===== src/rtl/seg7_scan_pkg.sv =====
// seg7_scan_pkg: shared types and default constants for the seg7_scan
// multiplexed 7-segment scan driver.
//   scan_state_e      : per-slot phase (blanked dead-time, or lit)
//   SEG7_DIGITS_DEF   : default number of digits
//   SEG7_PRESCALE_DEF : default clk cycles per digit slot
//   SEG7_DEAD_DEF     : default blanked cycles at the start of each slot
package seg7_scan_pkg;

    typedef enum logic {
        S_DEAD = 1'b0,
        S_ON   = 1'b1
    } scan_state_e;

    localparam int SEG7_DIGITS_DEF   = 4;
    localparam int SEG7_PRESCALE_DEF = 1000;
    localparam int SEG7_DEAD_DEF     = 16;

endpackage


===== src/rtl/seg7_scan_tick.sv =====
// scan_tick: free-running modulo-PRESCALE counter that paces digit slots.
// Ports:
//   clk   : system clock, rising edge
//   reset : synchronous active-high reset, returns cnt to 0
//   cnt   : current position within the slot, 0..PRESCALE-1
//   wrap  : high on the last cycle of a slot (cnt == PRESCALE-1)
module scan_tick #(
    parameter int PRESCALE = 1000,
    parameter int CNT_W    = (PRESCALE > 1) ? $clog2(PRESCALE) : 1
) (
    input  logic             clk,
    input  logic             reset,
    output logic [CNT_W-1:0] cnt,
    output logic             wrap
);

    localparam logic [CNT_W-1:0] CNT_LAST = CNT_W'(PRESCALE - 1);

    assign wrap = (cnt == CNT_LAST);

    always_ff @(posedge clk) begin
        if (reset) begin
            cnt <= '0;
        end else if (wrap) begin
            cnt <= '0;
        end else begin
            cnt <= cnt + 1'b1;
        end
    end

endmodule


===== src/rtl/seg7_scan.sv =====
// seg7_scan: time-multiplexed scan driver for a common-bus 7-segment display.
// Steps through DIGITS nibbles, one slot of PRESCALE cycles per digit, with
// DEAD blanked cycles at the start of each slot. New values are held in a
// shadow register and only copied to the displayed register at frame
// boundaries so a frame never mixes two values.
// Optional feature: define SEG7_SCAN_LZB_EN for leading-zero blanking.
// Ports:
//   clk       : system clock, rising edge
//   reset     : synchronous active-high reset
//   value     : display value, value[3:0] is digit 0 (least significant)
//   load      : single-cycle strobe capturing value
//   pending   : shadow holds a value not yet displayed
//   frame     : one-cycle pulse on the first cycle of each new frame
//   D         : nibble of the current digit, to the hex decoder
//   enable    : decoder enable, 0 blanks the segments
//   digit_sel : one-hot digit select, all zero while blanked
module seg7_scan
    import seg7_scan_pkg::*;
#(
    parameter int DIGITS   = SEG7_DIGITS_DEF,
    parameter int PRESCALE = SEG7_PRESCALE_DEF,
    parameter int DEAD     = SEG7_DEAD_DEF
) (
    input  logic                clk,
    input  logic                reset,
    input  logic [4*DIGITS-1:0] value,
    input  logic                load,
    output logic                pending,
    output logic                frame,
    output logic [3:0]          D,
    output logic                enable,
    output logic [DIGITS-1:0]   digit_sel
);

    localparam int CNT_W = (PRESCALE > 1) ? $clog2(PRESCALE) : 1;
    localparam int IDX_W = $clog2(DIGITS);
    localparam logic [IDX_W-1:0] LAST_IDX  = IDX_W'(DIGITS - 1);
    localparam logic [CNT_W-1:0] DEAD_LAST = CNT_W'((DEAD > 0) ? DEAD - 1 : 0);

    if (DIGITS < 2 || DIGITS > 8) begin : g_bad_digits
        $error("seg7_scan: DIGITS must be within 2..8");
    end
    if (DEAD < 0 || DEAD >= PRESCALE) begin : g_bad_dead
        $error("seg7_scan: DEAD must satisfy 0 <= DEAD < PRESCALE");
    end

    logic [CNT_W-1:0]    cnt;
    logic                wrap;
    logic [IDX_W-1:0]    idx, idx_next;
    scan_state_e         state, state_next;
    logic [4*DIGITS-1:0] active, active_next;
    logic [4*DIGITS-1:0] shadow, shadow_next;
    logic                pending_next;
    logic                boundary;
    logic                blank;
    logic [3:0]          d_next;
    logic                en_next;
    logic [DIGITS-1:0]   sel_next;

    scan_tick #(
        .PRESCALE (PRESCALE),
        .CNT_W    (CNT_W)
    ) u_tick (
        .clk   (clk),
        .reset (reset),
        .cnt   (cnt),
        .wrap  (wrap)
    );

    always_ff @(posedge clk) begin
        if (reset) begin
            state <= S_DEAD;
        end else begin
            state <= state_next;
        end
    end

    // Outputs are registered from next-cycle values, so every output lines
    // up with the cnt/idx of the cycle it is observed in.
    always_comb begin
        state_next = state;
        if (DEAD == 0) begin
            state_next = S_ON;
        end else begin
            case (state)
                S_DEAD:  if (cnt == DEAD_LAST) state_next = S_ON;
                S_ON:    if (wrap) state_next = S_DEAD;
                default: state_next = S_DEAD;
            endcase
        end

        idx_next = idx;
        if (wrap) begin
            idx_next = (idx == LAST_IDX) ? '0 : idx + 1'b1;
        end
        boundary = wrap && (idx == LAST_IDX);

        active_next  = active;
        shadow_next  = shadow;
        pending_next = pending;
        if (load) begin
            shadow_next = value;
        end
        if (boundary) begin
            // A load landing on the boundary goes straight to the display.
            if (load) begin
                active_next = value;
            end else if (pending) begin
                active_next = shadow;
            end
            pending_next = 1'b0;
        end else if (load) begin
            pending_next = 1'b1;
        end

        d_next = '0;
        for (int k = 0; k < DIGITS; k++) begin
            if (idx_next == IDX_W'(k)) d_next = active_next[4*k +: 4];
        end

`ifdef SEG7_SCAN_LZB_EN
        // Digit k is a leading zero when it and everything above it is zero.
        blank = 1'b0;
        for (int k = 1; k < DIGITS; k++) begin
            if (idx_next == IDX_W'(k) && (active_next >> (4*k)) == '0) blank = 1'b1;
        end
`else
        blank = 1'b0;
`endif

        en_next  = (state_next == S_ON) && !blank;
        sel_next = en_next ? (DIGITS'(1) << idx_next) : '0;
    end

    always_ff @(posedge clk) begin
        if (reset) begin
            idx       <= '0;
            active    <= '0;
            shadow    <= '0;
            pending   <= 1'b0;
            frame     <= 1'b0;
            D         <= '0;
            enable    <= 1'b0;
            digit_sel <= '0;
        end else begin
            idx       <= idx_next;
            active    <= active_next;
            shadow    <= shadow_next;
            pending   <= pending_next;
            frame     <= boundary;
            D         <= d_next;
            enable    <= en_next;
            digit_sel <= sel_next;
        end
    end

endmodule


===== config.mk =====
export PLATFORM = sky130hd
export DESIGN_NAME = seg7_scan
export DESIGN_NICKNAME = d
export VERILOG_FILES = /design/src/rtl/seg7_scan_pkg.sv /design/src/rtl/seg7_scan_tick.sv /design/src/rtl/seg7_scan.sv
export SDC_FILE = /design/constraint.sdc
export NUM_CORES = 1
export LEC_CHECK = 0
export CELL_PAD_IN_SITES_DETAIL_PLACEMENT = 1
export CELL_PAD_IN_SITES_GLOBAL_PLACEMENT = 1
export CORE_ASPECT_RATIO = 1.4
export CORE_MARGIN = 2
export CORE_UTILIZATION = 42
export DETAILED_ROUTE_END_ITERATION = 10
export MAX_ROUTING_LAYER = met4
export PLACE_DENSITY_LB_ADDON = 0.1
export SYNTH_ARGS = -nofsm -noshare
export SYNTH_HDL_FRONTEND = slang
export SYNTH_SLANG_ARGS = --single-unit
export TNS_END_PERCENT = 10

===== constraint.sdc =====
create_clock -name clk -period 2.35 [get_ports clk]
set_input_delay 0.47 -clock clk [delete_from_list [all_inputs] [get_ports clk]]
set_output_delay 0.47 -clock clk [all_outputs]
set_load 0.05 [all_outputs]

==> impl_results.md <==
* Status: finished, final reports clean
* RSZ-0062 raised after global routing: false
* Inserted Diodes at 0
* Kind of start point of the critical path: flip-flop
* Arrival @ worst endpoint at 2.28 ns
* Placer Congestion at 0.742
* Layout cells sized above 1 at 14.4%
* Core ar. at 5490 um^2
* Post-Place Cell Area at 2870 um^2
* Die X at 67.6 um
* Crit-path cells: or3b_4 > nor3_4 > buf_4 > mux2i_1 > buf_4 > o31ai_1 > a311oi_1
* Largest cells by area after synthesis: dfxtp_1 46%, nor2_1 6.8%, mux2i_1 5.5%
* TritonCTS clock tree: built
* Fin nets at 319
* Initial Util at 43.3%
* Gr ovfl total at 0
* Share of the yosys chip area belonging to registers at 46.3%
* Crit Reg-Reg Endpoint: D[3]
* Clock latency on the worst-skew pair at 0.31 ns
* Setup violations, final at 0
* Antenna-violating nets left at 0
* Yosys top cell by area: dfxtp_1
* Rel. slew slack at 66.4%
* Ys async rst share at 0%
* Hpwl dp at 4640 um
* Clock sinks at 55
* Pre-CTS setup slack at -0.0158 ns
* Final worst setup slack at 0.293 ns
* Worst hold path depth at 1
* Post-Syn Nets at 274
* Crit-path slowest cell: or3b_4
* Site Rows at 32
* Max Buffers Root-to-Sink at 2
* Post-synthesis average cell area at 9.40 um^2
* DR vias at 2005
* CP peak stage delay at 0.42 ns
* Post-synthesis cell type count at 47
* WL/cell at 16.7 um
* Vias/cell at 5.46
* Vias in the first global route at 2142
* Pleak at 1.15 nW
* EDFF count, synth at 0
* Fmax at 0.486 GHz
* Worst endpoint required time at 2.57 ns
* Hold EP: u_tick.cnt[0]
* Final Slew Violations at 0
* Min cycle time layout at 2.06 ns
* WS Path Type: flip-flop to flip-flop
* Worst clock skew at 0.0112 ns
* Post-route cell area at 2960 um^2
* Total wire length at 6130 um
* Largest net degree at the start of global routing at 34
* FF+latch count, synth at 55
* DIE AREA at 6290 um^2
* R2R Setup Slk at 0.29 ns
* Cell depth of the worst flop-to-flop path at 7
* Clk pin slew, worst setup/hold paths at 0.10 ns
* Most common flop cell mapped by yosys: dfxtp_1
* PwrDens at 557 nW/um^2
* Initial antenna violation count at 0
* Root Buffer: clkbuf_8
* Depth of the CTS H-tree at 2
* Worst Hold Launch: u_tick.cnt[0]
* Die height at 93.0 um
* Post-synthesis cell area at 2380 um^2
* Residual DRC count at 0
* Cts hold-fix bufs at 0
* Top cells by count, synth: 55 x dfxtp_1, 43 x nor2_1, 13 x mux2i_1
* Measured slew at the worst slew-check pin at 0.503 ns
* Global-route wire length before repair at 10100 um
* Period utilization at 87.5%
* Synth warn at 0
* HP Class: flip-flop to flip-flop
* Initial drt markers at 83
* Worst flop-to-flop path startpoint: u_tick.cnt[9]
* P&R area growth vs syn at 24.6%
* Max cap viols at 0
* IO Pins at 30
* Final hold viol count at 0
* Setup Fix Bufs, Post-CTS at 0
* Syn Inst Count at 253
* Total track usage at 21.8%
* Yosys top cell area share at 46.3%
* Port Buf Inserts at 29
* Worst VDD drop at 0.367 mV
* Clock buffer count from CTS at 5
* Post-CTS resize count at 0
* Hold WS at 0.449 ns
* CP Capture Type: flip-flop
* Cell seen most often among critical-path stages: buf_4
* Most common cell in the netlist: dfxtp_1
* Pre-antenna DRT Iters at 4
* Crit Path Max Fanout at 6
* Post-layout util at 54.0%
[critical path, delay by kind of cell (launching register included)]
family | cells | cell delay (ns)
simple gates | 2 | 0.62
flops | 1 | 0.39
buf+inv | 2 | 0.37
compound gates | 2 | 0.31
mux | 1 | 0.28
[sequential cells by signal, summed over array words and instances (netlist names)]
| signal | cells |
|---|---|
| D | 4 |
| active | 16 |
| digit_sel | 4 |
| enable | 1 |
| frame | 1 |
| idx | 2 |
| pending | 1 |
| shadow | 16 |
| u_tick.cnt | 10 |
[worst max path at each step]
stage                        startpoint    to  slack [ns]  cells after the start
after floorplan                 pending  D[1]        0.25                      7
after global placement             load  D[1]        0.05                      7
after detailed placement           load  D[3]       -0.02                      7
after global routing      u_tick.cnt[0]  D[0]        0.10                      8
after CTS                 u_tick.cnt[9]  D[3]        0.29                      7
final                     u_tick.cnt[9]  D[3]        0.29                      7
[logic make-up (layout without fill, tap and decap cells)]
group                      count (synthesis)  after routing  synth area share [%]
and+or+nand+nor                          100            100                  21.7
DFF                                       55             55                  46.3
AOI/OAI and AO/OA                         53             53                  16.6
muxes                                     18             18                  8.16
buffers and inverters                     17             63                  3.26
xor gates and xnor gates                   8              8                  2.95
adders and majority gates                  2              2                  1.05
[per-layer routing]
layer | global-route usage [%] | part of all wire [%] | vias to the layer above | wire length [um]
met5 | - | 0 | - | 0
met4 | 6.29 | 1.7 | 0 | 102
met3 | 3.25 | 1.9 | 8 | 116
met2 | 40.8 | 57 | 26 | 3490
met1 | 22.7 | 39 | 970 | 2420
li1 | - | - | 1001 | -
[where the power goes]
| part | internal [mW] | switching (mW) | total [mW] |
|---|---|---|---|
| clock network | 0.242 | 0.301 | 0.543 |
| registers | 0.953 | 0.0123 | 0.965 |
| logic | 0.0702 | 0.0698 | 0.140 |
[cell usage in the layout, fill, tap and decap left out, types with 4 or more instances in the layout]
cell type / n
a21oi_1: 9
a22oi_1: 8
and2_1: 5
buf_4: 25
clkbuf_8: 6
clkdlybuf4s50_1: 29
dfxtp_1: 55
mux2i_1: 13
nand2_1: 8
nor2_1: 43
nor2b_1: 12
nor3_1: 7
o22ai_1: 6
o2bb2ai_1: 6
xnor2_1: 4
xor2_1: 4
[through the flow]
step	setup TNS (ns)	cells	total power [mW]
3_5_place_dp	-0.0197	359	1.13
6_report	0	367	1.65
2_1_floorplan	0	253	1.06
4_1_cts	0	367	1.67
5_1_grt	0	367	1.72
3_3_place_gp	0	359	1.12
[area by class of cell]
class                      count  area, um^2
clock buffer                   7        86.3
clock inverter                 1        8.76
fill                         656        2520
inverter                       1        3.75
multi-input combinational    181        1200
sequential                    55        1100
tap                           68        85.1
timing repair buffer          54         478
Power figures use the tool's default switching activity.
